## config.mk

```make
export PLATFORM = sky130hd
export DESIGN_NAME = cmd_arb_flat
export DESIGN_NICKNAME = d
export VERILOG_FILES = /design/src/rtl/cmd_arb_if.sv /design/src/rtl/cmd_arb.sv /design/src/flat_wrapper.sv
export SDC_FILE = /design/constraint.sdc
export NUM_CORES = 1
export LEC_CHECK = 0
export ABC_AREA = 0
export CORE_MARGIN = 2
export CORE_UTILIZATION = 48
export CTS_CLUSTER_DIAMETER = 200
export CTS_CLUSTER_SIZE = 28
export DETAILED_ROUTE_END_ITERATION = 8
export PLACE_DENSITY = 0.81
export SYNTH_ARGS = -nofsm -noshare
export SYNTH_HDL_FRONTEND = slang
export SYNTH_SLANG_ARGS = --single-unit
```

## constraint.sdc

```tcl
create_clock -name clk -period 2.45 [get_ports clk]
set_clock_uncertainty 0.2 [all_clocks]
set_input_delay 0.735 -clock clk [delete_from_list [all_inputs] [get_ports clk]]
set_output_delay 0.735 -clock clk [all_outputs]
set_load 0.005 [all_outputs]
```

## src/rtl/cmd_arb_if.sv

```systemverilog
// Command arbiter bus: two command sources in, one presented command out.
// master drives sources and the processor ack; slave is the arbiter.
interface cmd_arb_if;
    logic       rdy_a;
    logic [7:0] cmd_a;
    logic       clr_a;
    logic       rdy_b;
    logic [7:0] cmd_b;
    logic       clr_b;
    logic       cmd_rdy;
    logic [7:0] cmd;
    logic       clr_cmd_rdy;
    logic       src_b;
    logic       timeout;
    logic [7:0] drop_cnt;

    modport master (
        output rdy_a, cmd_a, rdy_b, cmd_b, clr_cmd_rdy,
        input  clr_a, clr_b, cmd_rdy, cmd, src_b, timeout, drop_cnt
    );

    modport slave (
        input  rdy_a, cmd_a, rdy_b, cmd_b, clr_cmd_rdy,
        output clr_a, clr_b, cmd_rdy, cmd, src_b, timeout, drop_cnt
    );
endinterface

```

## src/rtl/cmd_arb.sv

```systemverilog
// Round-robin arbiter between two UART command sources, presenting one
// command at a time to the command processor with an ack timeout.
module cmd_arb #(
    parameter int unsigned TIMEOUT_CYC = 1024,
    parameter int unsigned CNT_W       = 11
) (
    input logic      clk,
    input logic      rst,
    cmd_arb_if.slave bus
);
    typedef enum logic {
        IDLE    = 1'b0,
        PRESENT = 1'b1
    } state_t;

    localparam logic [CNT_W-1:0] CNT_LAST = CNT_W'(TIMEOUT_CYC - 1);
    localparam logic [CNT_W-1:0] CNT_ONE  = CNT_W'(1);

    state_t           state_q,    state_d;
    logic             cmd_rdy_q,  cmd_rdy_d;
    logic [7:0]       cmd_q,      cmd_d;
    logic             src_b_q,    src_b_d;
    logic             clr_a_q,    clr_a_d;
    logic             clr_b_q,    clr_b_d;
    logic             timeout_q,  timeout_d;
    logic [7:0]       drop_cnt_q, drop_cnt_d;
    logic [CNT_W-1:0] cnt_q,      cnt_d;
    logic             last_b_q,   last_b_d;

    logic grant_a;
    logic grant_b;

    // On contention the source not granted last wins; a lone request wins.
    always_comb begin
        grant_a = bus.rdy_a && (!bus.rdy_b || last_b_q);
        grant_b = bus.rdy_b && (!bus.rdy_a || !last_b_q);
    end

    // Next-state logic; clr_x and timeout default low so they pulse once.
    always_comb begin
        state_d    = state_q;
        cmd_rdy_d  = cmd_rdy_q;
        cmd_d      = cmd_q;
        src_b_d    = src_b_q;
        clr_a_d    = 1'b0;
        clr_b_d    = 1'b0;
        timeout_d  = 1'b0;
        drop_cnt_d = drop_cnt_q;
        cnt_d      = cnt_q;
        last_b_d   = last_b_q;
        case (state_q)
            IDLE: begin
                if (grant_a || grant_b) begin
                    state_d   = PRESENT;
                    cmd_rdy_d = 1'b1;
                    cmd_d     = grant_b ? bus.cmd_b : bus.cmd_a;
                    src_b_d   = grant_b;
                    clr_a_d   = grant_a;
                    clr_b_d   = grant_b;
                    last_b_d  = grant_b;
                    cnt_d     = '0;
                end
            end
            PRESENT: begin
                // An ack on the last allowed cycle still counts as an ack.
                if (bus.clr_cmd_rdy) begin
                    state_d   = IDLE;
                    cmd_rdy_d = 1'b0;
                end else if (cnt_q == CNT_LAST) begin
                    state_d    = IDLE;
                    cmd_rdy_d  = 1'b0;
                    timeout_d  = 1'b1;
                    drop_cnt_d = (drop_cnt_q == 8'hFF) ? drop_cnt_q
                                                       : drop_cnt_q + 8'd1;
                end else begin
                    cnt_d = cnt_q + CNT_ONE;
                end
            end
            default: begin
                state_d   = IDLE;
                cmd_rdy_d = 1'b0;
            end
        endcase
    end

    // State and registered outputs; reset leaves B as last grant so A wins.
    always_ff @(posedge clk or posedge rst) begin
        if (rst) begin
            state_q    <= IDLE;
            cmd_rdy_q  <= 1'b0;
            cmd_q      <= 8'h00;
            src_b_q    <= 1'b0;
            clr_a_q    <= 1'b0;
            clr_b_q    <= 1'b0;
            timeout_q  <= 1'b0;
            drop_cnt_q <= 8'h00;
            cnt_q      <= '0;
            last_b_q   <= 1'b1;
        end else begin
            state_q    <= state_d;
            cmd_rdy_q  <= cmd_rdy_d;
            cmd_q      <= cmd_d;
            src_b_q    <= src_b_d;
            clr_a_q    <= clr_a_d;
            clr_b_q    <= clr_b_d;
            timeout_q  <= timeout_d;
            drop_cnt_q <= drop_cnt_d;
            cnt_q      <= cnt_d;
            last_b_q   <= last_b_d;
        end
    end

    // Drive the bus straight from flops.
    always_comb begin
        bus.clr_a    = clr_a_q;
        bus.clr_b    = clr_b_q;
        bus.cmd_rdy  = cmd_rdy_q;
        bus.cmd      = cmd_q;
        bus.src_b    = src_b_q;
        bus.timeout  = timeout_q;
        bus.drop_cnt = drop_cnt_q;
    end
endmodule

```

## src/flat_wrapper.sv

```systemverilog
// flat-port wrapper written by rule: the top's interface ports become plain ports
module cmd_arb_flat 
#(
    parameter int unsigned TIMEOUT_CYC = 1024,
    parameter int unsigned CNT_W       = 11
)
  (clk, rst, bus_rdy_a, bus_cmd_a, bus_rdy_b, bus_cmd_b, bus_clr_cmd_rdy, bus_clr_a, bus_clr_b, bus_cmd_rdy, bus_cmd, bus_src_b, bus_timeout, bus_drop_cnt);
  cmd_arb_if bus_i ();
  input logic clk;
  input logic rst;
  input wire logic [$bits(bus_i.rdy_a)-1:0] bus_rdy_a;
  input wire logic [$bits(bus_i.cmd_a)-1:0] bus_cmd_a;
  input wire logic [$bits(bus_i.rdy_b)-1:0] bus_rdy_b;
  input wire logic [$bits(bus_i.cmd_b)-1:0] bus_cmd_b;
  input wire logic [$bits(bus_i.clr_cmd_rdy)-1:0] bus_clr_cmd_rdy;
  output wire logic [$bits(bus_i.clr_a)-1:0] bus_clr_a;
  output wire logic [$bits(bus_i.clr_b)-1:0] bus_clr_b;
  output wire logic [$bits(bus_i.cmd_rdy)-1:0] bus_cmd_rdy;
  output wire logic [$bits(bus_i.cmd)-1:0] bus_cmd;
  output wire logic [$bits(bus_i.src_b)-1:0] bus_src_b;
  output wire logic [$bits(bus_i.timeout)-1:0] bus_timeout;
  output wire logic [$bits(bus_i.drop_cnt)-1:0] bus_drop_cnt;
  assign bus_i.rdy_a = bus_rdy_a;
  assign bus_i.cmd_a = bus_cmd_a;
  assign bus_i.rdy_b = bus_rdy_b;
  assign bus_i.cmd_b = bus_cmd_b;
  assign bus_i.clr_cmd_rdy = bus_clr_cmd_rdy;
  assign bus_clr_a = bus_i.clr_a;
  assign bus_clr_b = bus_i.clr_b;
  assign bus_cmd_rdy = bus_i.cmd_rdy;
  assign bus_cmd = bus_i.cmd;
  assign bus_src_b = bus_i.src_b;
  assign bus_timeout = bus_i.timeout;
  assign bus_drop_cnt = bus_i.drop_cnt;
  cmd_arb #(.TIMEOUT_CYC(TIMEOUT_CYC), .CNT_W(CNT_W)) u_core (.clk(clk), .rst(rst), .bus(bus_i));
endmodule
```

==> results of run 1 <==
-- power by group --
group,total (mW),internal (mW),switching [mW]
clock network,0.397,0.216,0.181
logic,0.327,0.188,0.140
registers,0.744,0.652,0.0922
total,1.47,1.06,0.413
-- path summary, 6_finish.rpt --
kind	end	cells past startpoint	slack, ps
min in group asynchronous	u_core.bus.clr_b	2	500
hold / removal	u_core.bus.cmd[4]	2	290
setup / recovery	bus_drop_cnt[2]	1	160
setup reg to reg	u_core.bus.drop_cnt[1]	5	280
hold reg to reg	u_core.bus.cmd[4]	2	290
max in group asynchronous	u_core.last_b_q	3	970
-- cell type report --
type | instances | share of cell area
timing repair buffer | 50 | 0.212
clock inverter | 1 | 0.0133
sequential | 34 | 0.377
multi-input combinational | 114 | 0.334
clock buffer | 7 | 0.0200
inverter | 11 | 0.0183
tap | 46 | 0.0255
-- cell usage in the layout (no fill, tap or decap), types with 5 or more instances in the layout --
| cell type | Yosys | routed |
|---|---|---|
| nand3_1 | 9 | 9 |
| mux2i_1 | 13 | 13 |
| clkdlybuf4s50_1 | 0 | 41 |
| a21oi_1 | 8 | 8 |
| clkbuf_4 | 0 | 5 |
| dfrtp_1 | 33 | 33 |
| inv_1 | 11 | 11 |
| nand2_1 | 20 | 20 |
| and3_1 | 5 | 5 |
| a31oi_1 | 6 | 6 |
| buf_4 | 0 | 9 |
| o21ai_0 | 13 | 12 |
| nor2_1 | 5 | 5 |
-- flip-flops by register name, indices dropped and copies added, names as in the netlist --
| signal | flops |
|---|---|
| u_core.bus.cmd_rdy | 1 |
| u_core.bus.clr_b | 1 |
| u_core.bus.drop_cnt | 8 |
| u_core.state_q | 1 |
| u_core.bus.timeout | 1 |
| u_core.bus.src_b | 1 |
| u_core.bus.clr_a | 1 |
| u_core.last_b_q | 1 |
| u_core.cnt_q | 11 |
| u_core.bus.cmd | 8 |
-- per-stage QoR --
| stage | instance area, sq um | TNS, ps | setup slack (ps) | utilization | hold slack, ps |
|---|---|---|---|---|---|
| 6_report | 2260 | 0 | 158 | 0.676 | 289 |
| 5_1_grt | 2260 | 0 | 118 | 0.676 | 335 |
| 4_1_cts | 2260 | 0 | 150 | 0.676 | 292 |
| 3_5_place_dp | 2180 | -210 | -46.4 | 0.654 | 269 |
| 3_3_place_gp | 2180 | 0 | 28.7 | 0.654 | 265 |
| 2_1_floorplan | 1670 | 0 | 355 | - | 264 |
-- routing by layer --
layer	GRT usage	vias to the layer above	wire, um
li1	-	702	-
met1	0.223	691	1550
met2	0.348	40	1880
met3	0.0577	6	155
met4	0.0889	0	69
met5	0	-	0
-- cell families after synthesis --
logic type               after synthesis  share of synthesized area
adder cells (fa/ha/maj)                2                     0.0150
AO/OA/AOI/OAI                         38                      0.143
buffers and inverters                 16                     0.0361
multiplexers                          15                     0.0939
AND/OR/NAND/NOR                       57                      0.190
flip-flops                            34                      0.512
XOR/XNOR                               2                     0.0105
==> metrics.yaml, run 1 <==
status: "finished clean"
powerDensity_nw_per_um2: 651
track_usage: 0.199
cts_tree: "built"
n_antenna_cell: 0
cts_resized: 0
max-vdd-ir-drop_uv: 527
vias: 1439
synth_common_cells: "dfrtp_1, nand2_1, mux2i_1, o21ai_0, inv_1"
worst-path-buf-inv: 1
synthArstFlopShare: 1.00
drtAntennaViolNets: 0
grt_max_degree: 17
path_max_fanout: 7
max_slew_margin: 0.542
fmax_ghz: 0.436
hold_viol: 0
grt_pass1_vias: 1450
hold_start: "u_core.bus.cmd[4]"
critPathLaunchType: "flip-flop"
post-dp-hpwl_mm: 2.81
area_delta_synth_final_pct: 35.5
clock_sinks: 34
path_class: "reg2out"
maxSlewViolCount: 0
seqCellArea_sq_um: 852
drive_above_1_share: 0.106
end_kind: "primary output"
synth_edf_count: 0
clockRootBuffer: "clkbuf_4"
crit_start: "u_core.bus.drop_cnt[2]"
postSynthCellCount: 164
grt_antenna_before_repair: 0
hold_path.class: "reg2reg"
synth_warnings: 0
cp.required_ps: 1510
place_inst: 255
die_area_sq_um: 3960
vias_per_cell: 5.47
synth_ff_type: "dfrtp_1"
cts_max_path_buffers: 2
r2r_start: "u_core.cnt_q[0]"
worstSkewPairLatency_ps: 340
grt.overflow.total: 0
ios: 42
final_nets: 239
die-height_um: 62.9
multi_input_area_sq_um: 753
synth_area_leaders: "dfrtp_1, mux2i_1, nand2_1"
slowest_stage: "clkdlybuf4s50_1"
cts_buffers: 5
grt_pass1_wl_mm: 6.12
routedWlPerCell_um: 13.9
leakage_nw: 0.986
worst_path_largest_cell_delay_ps: 550
clkTransAtPathRegs_ps: 100
htreeDepth: 2
drtIter0Drc: 49
total_power_mw: 1.47
synthDistinctLibCells: 36
synth_top_cell_by_area: "dfrtp_1"
ys_seq_area_frac: 0.512
routabilityCongestion: 0.849
synth_area_sq_um: 1670
worst_pin_slew_ps: 688
cts_setup_buffers: 0
die-width_um: 62.9
avgSynthCellArea_sq_um: 10.2
core-area_sq_um: 3340
post-synth-top-count-cell: "dfrtp_1"
fillerInstances: 273
path_cells: "clkdlybuf4s50_1"
min_period_ps: 2290
synthesis.nets: 187
maxCapViolCount: 0
drc: 0
synth_top_area_frac: 0.496
rows: 21
cp.arrival_ps: 1360
firstDrtPassIters: 4
io_buffers: 41
rsz0062_at_grt: "false"
cp_top_family: "buffers and inverters"
initial_core_util: 0.499
layout.cells.non_filler: 263
finalCritPeriodShare: 0.936
cts_hold_buf: 0
ys_ff_latch: 34
finalSetupViolations: 0
routed_wl_mm: 3.65
Note: power is estimated with default switching activity, not from simulation.
==> inputs of run 2 (changes only) <==
- CTS_CLUSTER_DIAMETER: 200 -> unset
==> results of run 2 <==
No change in the layout: final DEF, timing and power equal those of run 1.
==> inputs of run 3 (changes only) <==
- CAP_MARGIN: unset -> 10
==> results of run 3 <==
No change in the layout: final DEF, timing and power equal those of run 1.
